[src/rtl/button_reader_pkg.sv]
// Shared board package: debounce FSM state encoding and press counter width,
// reused by the LED and display blocks.
package button_reader_pkg;

  localparam int PRESS_COUNT_W = 8;

  typedef logic [PRESS_COUNT_W-1:0] press_count_t;

  typedef enum logic [1:0] {
    IDLE         = 2'd0,
    PRESS_WAIT   = 2'd1,
    HELD         = 2'd2,
    RELEASE_WAIT = 2'd3
  } debounce_state_t;

endpackage

[src/rtl/button_reader_if.sv]
// Button pins in, debounced levels, pulses and running press total out.
// The master side drives the pins; the slave side is the reader.
interface button_reader_if #(
  parameter int BUTTONS = 4
);
  import button_reader_pkg::*;

  logic [BUTTONS-1:0] button;
  logic [BUTTONS-1:0] btn_state;
  logic [BUTTONS-1:0] btn_press;
  logic [BUTTONS-1:0] btn_release;
  press_count_t       press_count;

  modport master (
    output button,
    input  btn_state, btn_press, btn_release, press_count
  );

  modport slave (
    input  button,
    output btn_state, btn_press, btn_release, press_count
  );

endinterface

[src/rtl/button_reader_debounce_channel.sv]
// One button channel: 2-flop synchronizer, 4-state debounce FSM and
// registered press/release pulses. DEBOUNCE_CYCLES must be at least 2.
module debounce_channel
  import button_reader_pkg::*;
#(
  parameter int DEBOUNCE_CYCLES = 120000,
  parameter int ACTIVE_LOW      = 1
) (
  input  logic hwclk,
  input  logic rst,
  input  logic pin,
  output logic pressed,
  output logic press_pulse,
  output logic release_pulse
);

  localparam int            CW           = $clog2(DEBOUNCE_CYCLES + 1);
  localparam logic [CW-1:0] LAST         = CW'(DEBOUNCE_CYCLES - 1);
  localparam logic          RELEASED_PIN = (ACTIVE_LOW != 0);

  logic [1:0]      sync_q;
  logic            level;
  debounce_state_t state_q, state_d;
  logic [CW-1:0]   cnt_q, cnt_d, cnt_inc;
  logic            press_q, press_d, release_q, release_d;

  // Synchronizer holds the raw pin; polarity is flipped only after it.
  always_ff @(posedge hwclk) begin
    if (rst) begin
      sync_q <= {2{RELEASED_PIN}};
    end else begin
      sync_q <= {sync_q[0], pin};
    end
  end

  assign level = sync_q[1] ^ RELEASED_PIN;

  always_ff @(posedge hwclk) begin
    if (rst) begin
      state_q   <= IDLE;
      cnt_q     <= '0;
      press_q   <= 1'b0;
      release_q <= 1'b0;
    end else begin
      state_q   <= state_d;
      cnt_q     <= cnt_d;
      press_q   <= press_d;
      release_q <= release_d;
    end
  end

  // Entering a WAIT state is the first stable sample, so the change is
  // accepted on the sample that would take the counter to LAST.
  always_comb begin
    state_d   = state_q;
    cnt_d     = cnt_q;
    press_d   = 1'b0;
    release_d = 1'b0;
    cnt_inc   = cnt_q + CW'(1);
    case (state_q)
      IDLE: begin
        if (level) begin
          state_d = PRESS_WAIT;
          cnt_d   = '0;
        end
      end
      PRESS_WAIT: begin
        if (!level) begin
          state_d = IDLE;
          cnt_d   = '0;
        end else if (cnt_inc == LAST) begin
          state_d = HELD;
          cnt_d   = '0;
          press_d = 1'b1;
        end else begin
          cnt_d = cnt_inc;
        end
      end
      HELD: begin
        if (!level) begin
          state_d = RELEASE_WAIT;
          cnt_d   = '0;
        end
      end
      RELEASE_WAIT: begin
        if (level) begin
          state_d = HELD;
          cnt_d   = '0;
        end else if (cnt_inc == LAST) begin
          state_d   = IDLE;
          cnt_d     = '0;
          release_d = 1'b1;
        end else begin
          cnt_d = cnt_inc;
        end
      end
      default: begin
        state_d = IDLE;
        cnt_d   = '0;
      end
    endcase
  end

  assign pressed       = (state_q == HELD) || (state_q == RELEASE_WAIT);
  assign press_pulse   = press_q;
  assign release_pulse = release_q;

endmodule

[src/rtl/button_reader.sv]
// Debounced multi-button reader: one debounce_channel per pin plus a
// running modulo-256 total of accepted presses.
module button_reader
  import button_reader_pkg::*;
#(
  parameter int BUTTONS         = 4,
  parameter int DEBOUNCE_CYCLES = 120000,
  parameter int ACTIVE_LOW      = 1
) (
  input  logic           hwclk,
  input  logic           rst,
  button_reader_if.slave bus
);

  logic [BUTTONS-1:0] state_vec;
  logic [BUTTONS-1:0] press_vec;
  logic [BUTTONS-1:0] release_vec;
  press_count_t       count_q;
  press_count_t       press_inc;

  for (genvar i = 0; i < BUTTONS; i++) begin : g_chan
    debounce_channel #(
      .DEBOUNCE_CYCLES(DEBOUNCE_CYCLES),
      .ACTIVE_LOW     (ACTIVE_LOW)
    ) u_chan (
      .hwclk        (hwclk),
      .rst          (rst),
      .pin          (bus.button[i]),
      .pressed      (state_vec[i]),
      .press_pulse  (press_vec[i]),
      .release_pulse(release_vec[i])
    );
  end

  always_comb begin
    press_inc = '0;
    for (int i = 0; i < BUTTONS; i++) begin
      press_inc = press_inc + PRESS_COUNT_W'(press_vec[i]);
    end
  end

  // Wraps naturally at 256; no saturation by design.
  always_ff @(posedge hwclk) begin
    if (rst) begin
      count_q <= '0;
    end else begin
      count_q <= count_q + press_inc;
    end
  end

  assign bus.btn_state   = state_vec;
  assign bus.btn_press   = press_vec;
  assign bus.btn_release = release_vec;
  assign bus.press_count = count_q;

endmodule
[src/flat_wrapper.sv]
// flat-port wrapper written by rule: the top's interface ports become plain ports
module button_reader_flat import button_reader_pkg::*;
#(
  parameter int BUTTONS         = 4,
  parameter int DEBOUNCE_CYCLES = 120000,
  parameter int ACTIVE_LOW      = 1
)
  (hwclk, rst, bus_button, bus_btn_state, bus_btn_press, bus_btn_release, bus_press_count);
  button_reader_if #(.BUTTONS(BUTTONS)) bus_i ();
  input  logic hwclk;
  input  logic rst;
  input wire logic [$bits(bus_i.button)-1:0] bus_button;
  output wire logic [$bits(bus_i.btn_state)-1:0] bus_btn_state;
  output wire logic [$bits(bus_i.btn_press)-1:0] bus_btn_press;
  output wire logic [$bits(bus_i.btn_release)-1:0] bus_btn_release;
  output wire logic [$bits(bus_i.press_count)-1:0] bus_press_count;
  assign bus_i.button = bus_button;
  assign bus_btn_state = bus_i.btn_state;
  assign bus_btn_press = bus_i.btn_press;
  assign bus_btn_release = bus_i.btn_release;
  assign bus_press_count = bus_i.press_count;
  button_reader #(.BUTTONS(BUTTONS), .DEBOUNCE_CYCLES(DEBOUNCE_CYCLES), .ACTIVE_LOW(ACTIVE_LOW)) u_core (.hwclk(hwclk), .rst(rst), .bus(bus_i));
endmodule
[config.mk]
export PLATFORM = sky130hd
export DESIGN_NAME = button_reader_flat
export DESIGN_NICKNAME = d
export VERILOG_FILES = /design/src/rtl/button_reader_pkg.sv /design/src/rtl/button_reader_if.sv /design/src/rtl/button_reader_debounce_channel.sv /design/src/rtl/button_reader.sv /design/src/flat_wrapper.sv
export SDC_FILE = /design/constraint.sdc
export NUM_CORES = 1
export LEC_CHECK = 0
export BUFFER_PORTS_ARGS = -buffer_cell sky130_fd_sc_hd__buf_2
export CAP_MARGIN = 10
export CORE_UTILIZATION = 60
export CTS_CLUSTER_DIAMETER = 200
export CTS_CLUSTER_SIZE = 10
export DETAILED_ROUTE_END_ITERATION = 7
export PLACE_DENSITY_LB_ADDON = 0.08
export SYNTH_ARGS = -nofsm -noshare
export SYNTH_HDL_FRONTEND = slang
export SYNTH_SLANG_ARGS = --single-unit
[constraint.sdc]
create_clock -name hwclk -period 3.3 [get_ports hwclk]
set_input_delay 0.33 -clock hwclk [delete_from_list [all_inputs] [get_ports hwclk]]
set_output_delay 0.33 -clock hwclk [all_outputs]
set_load 0.02 [all_outputs]
==> impl_results.md <==
- Total Routing Usage GR: 0.248
- Via count: roughly 4900
- Maximum clock rate: 372 MHz
- Crit path time final: 2690 ps
- Max stage delay on crit path: 490 ps
- Power per cell area: 334 nW/µm²
- I/O pin cnt: 26
- Max-Cap Viols: 0
- Skew final: 10.7 ps
- Final nets: 707
- CTS tree: done
- Cell chosen for the clock root: clkbuf_8
- Hold Path Depth: 2
- Crit path DAT: 2950 ps
- Vias per cell: 6.00
- Reg2Reg Depth: 8
- Die width: a little over 100 µm
- Initial DRC count: 156
- Final setup margin: 612 ps
- Die area: approximately 10000 µm²
- Sequential element share of the synthesized area: 0.343
- Layout cells sized above 1: 0.123
- Initial core utilization: 0.626
- Fillers: 795
- Gr ovfl total: 0
- FF+latch count, synth: 100
- Clk_lat worst skew: 370 ps
- Post_cts resized: 0
- Crit path launch type: flop
- Wire per inst: between 10 and 15 µm
- Largest net degree at the start of global routing: 26
- # DRC: 0
- Hold Slack: 130 ps
- Mean Syn Cell Area: 8.31 µm²
- Clock Path Buffers: 2
- Reg clk slew, reported paths: 100 ps
- Crit Path Category: reg -> reg
- Status: finished, final reports clean
- # clock sinks: 100
- Vias in the first global route: 4349
- Post-place setup slack: roughly 680 ps
- YS warnings: 0
- Layout Utilization: 0.647
- Ys async rst share: 0
- Post-synth EDFFs: 0
- Syn nets: 723
- Mapped Area: just under 6000 µm²
- Hold Fails Final Rpt: 0
- Cts bufs inserted: 9
- Hold_buf cts: 0
- CP cell instances: ha_1 > nand3_1 > xor2_1 > a211oi_1 > nand4_1 > nor4_2 > nor2_1 > a221o_1
- CP Buf/Inv Count: 0
- Element type at the critical path end: flop
- Crit share post-route: 0.815
- Layout Area Growth over Synthesis: 3.41%
- Rel. slew slack: 0.325
- RSZ-0062 raised after global routing: no
- Min-Delay Path Class: in -> reg
- Die H: 101 µm
- Htree depth: 3
- Routed WL: 11900 µm
- RD Place Congestion: slightly above 0.9
- Reg2reg setup slack: 610 ps
- Initial antenna violation count: 0
- Unique masters post-synth: between 70 and 80
- Slowest CP cell: dfxtp_1
- Crit-path leading delay family: simple AND/OR/NAND/NOR gates
- DRT Pass-1 Iters: 7
- Crit path required time: 3570 ps
- Most common cell after layout, fill and taps aside: dfxtp_1
- Cell count after synthesis: 702
- Setup TNS: 0 ps
- Rows: 35
- Leak: 0.00209 µW
- Setup Buffers After CTS: 0
- Final setup fails: 0
- Core area: 9330 µm²
- First-pass GRT wire length: 20300 µm
- Synth Flop Type: dfxtp_1
- Routed Antenna Nets: 0
- Diodes inserted: 0
- Most frequent cells in the layout: dfxtp_1 (100), nand2_1 (82), nor2_1 (42)
- Peak supply drop: between 0.2 and 0.3 mV
- Dpl hpwl: 8690 µm
- Least-Margin Pin Slew: 1010 ps
- Port Buffers: 25
- Max Slew Vio Count: 0
- CP Max Fanout: 12
- Worst path depth: 8
cells in the mapped netlist, drive strengths merged, types with 2 or more instances:
master	n	area [µm²]
and3	10	62.6
a31oi	19	119
o311ai	7	68.8
dfxtp	100	2000
nor3	22	115
xor2	17	149
mux2i	2	20.0
nor4	20	195
nor2b	10	62.6
fa	2	40.0
a211o	2	17.5
ha	13	163
o31ai	5	37.5
o21ai	34	170
or4	2	22.5
inv	22	82.6
buf	36	224
o211ai	5	37.5
nand2	82	308
a21o	12	90.1
o22a	3	26.3
nand3b	3	22.5
nand3	37	205
or3	15	98.8
a22o	5	43.8
o22ai	3	18.8
and4	6	52.6
nand4	27	218
o31a	3	26.3
and2	9	56.3
a21oi	24	139
xnor2	29	254
clkbuf	20	75.1
a32o	3	30.0
a211oi	8	60.1
or2	12	75.1
nand2b	11	71.3
nor2	42	158
nand4b	3	26.3
registers in the layout (all words and copies together), names as in the netlist, named ones only:
| signal | count |
|---|---|
| u_core.bus.press_count | 8 |
| u_core.g_chan.u_chan.cnt_q | 68 |
| u_core.g_chan.u_chan.press_pulse | 4 |
| u_core.g_chan.u_chan.release_pulse | 4 |
| u_core.g_chan.u_chan.state_q | 4 |
| u_core.g_chan.u_chan.sync_q | 8 |
path summary, 6_finish.rpt:
kind | end | start
min | u_core.g_chan[1].u_chan.sync_q[0] | bus_button[1]
max | u_core.g_chan[2].u_chan.cnt_q[2] | u_core.g_chan[2].u_chan.cnt_q[1]
max reg2reg | u_core.g_chan[2].u_chan.cnt_q[2] | u_core.g_chan[2].u_chan.cnt_q[1]
min reg2reg | u_core.g_chan[0].u_chan.sync_q[1] | u_core.g_chan[0].u_chan.sync_q[0]
worst reg2reg max path, stage by stage, from the launching register on:
cell	delay (ps)
dfxtp_1	490
ha_1	450
nand3_1	180
xor2_1	190
a211oi_1	230
nand4_1	160
nor4_2	440
nor2_1	110
a221o_1	330
routing by layer:
metal	vias up	wire, µm	track usage
met1	2307	5670	0.327
met5	-	0	0
met4	0	129	0.0792
met2	114	5620	0.412
li1	2484	-	-
met3	11	525	0.0465
logic make-up after synthesis:
family | after synthesis | synth area share
flip-flops | 100 | 0.343
XOR/XNOR | 46 | 0.0690
AO/OA/AOI/OAI | 144 | 0.172
buffers and inverters | 78 | 0.0654
AND/OR/NAND/NOR | 317 | 0.312
multiplexers | 2 | 0.00343
adder cells (fa/ha/maj) | 15 | 0.0347
cell type report:
cell class / count / area, µm² / share of cell area
tap: 129 / 161 / 0.0267
inverter: 22 / 82.6 / 0.0137
clock buffer: 9 / 124 / 0.0205
timing repair buffer: 29 / 155 / 0.0257
clock inverter: 7 / 57.6 / 0.00954
sequential: 100 / 2000 / 0.332
multi-input combinational: 524 / 3450 / 0.572
metrics by stage:
stage          cell area [µm²]  power [µW]  std cells
2_1_floorplan             5840        1280        702
3_3_place_gp              5850        1300        804
3_5_place_dp              5850        1300        804
4_1_cts                   6030        2040        820
5_1_grt                   6030        2090        820
6_report                  6030        2010        820
power breakdown:
group / switching (µW) / leakage (µW) / internal, µW / total, µW
Sequential: 5.62 / 0.000807 / 1210 / 1220
Clock: 458 / 0.0000886 / 286 / 744
Combinational: 34.9 / 0.00120 / 17.5 / 52.5
Total: 499 / 0.00209 / 1520 / 2010
(Power assumes the default switching activity.)
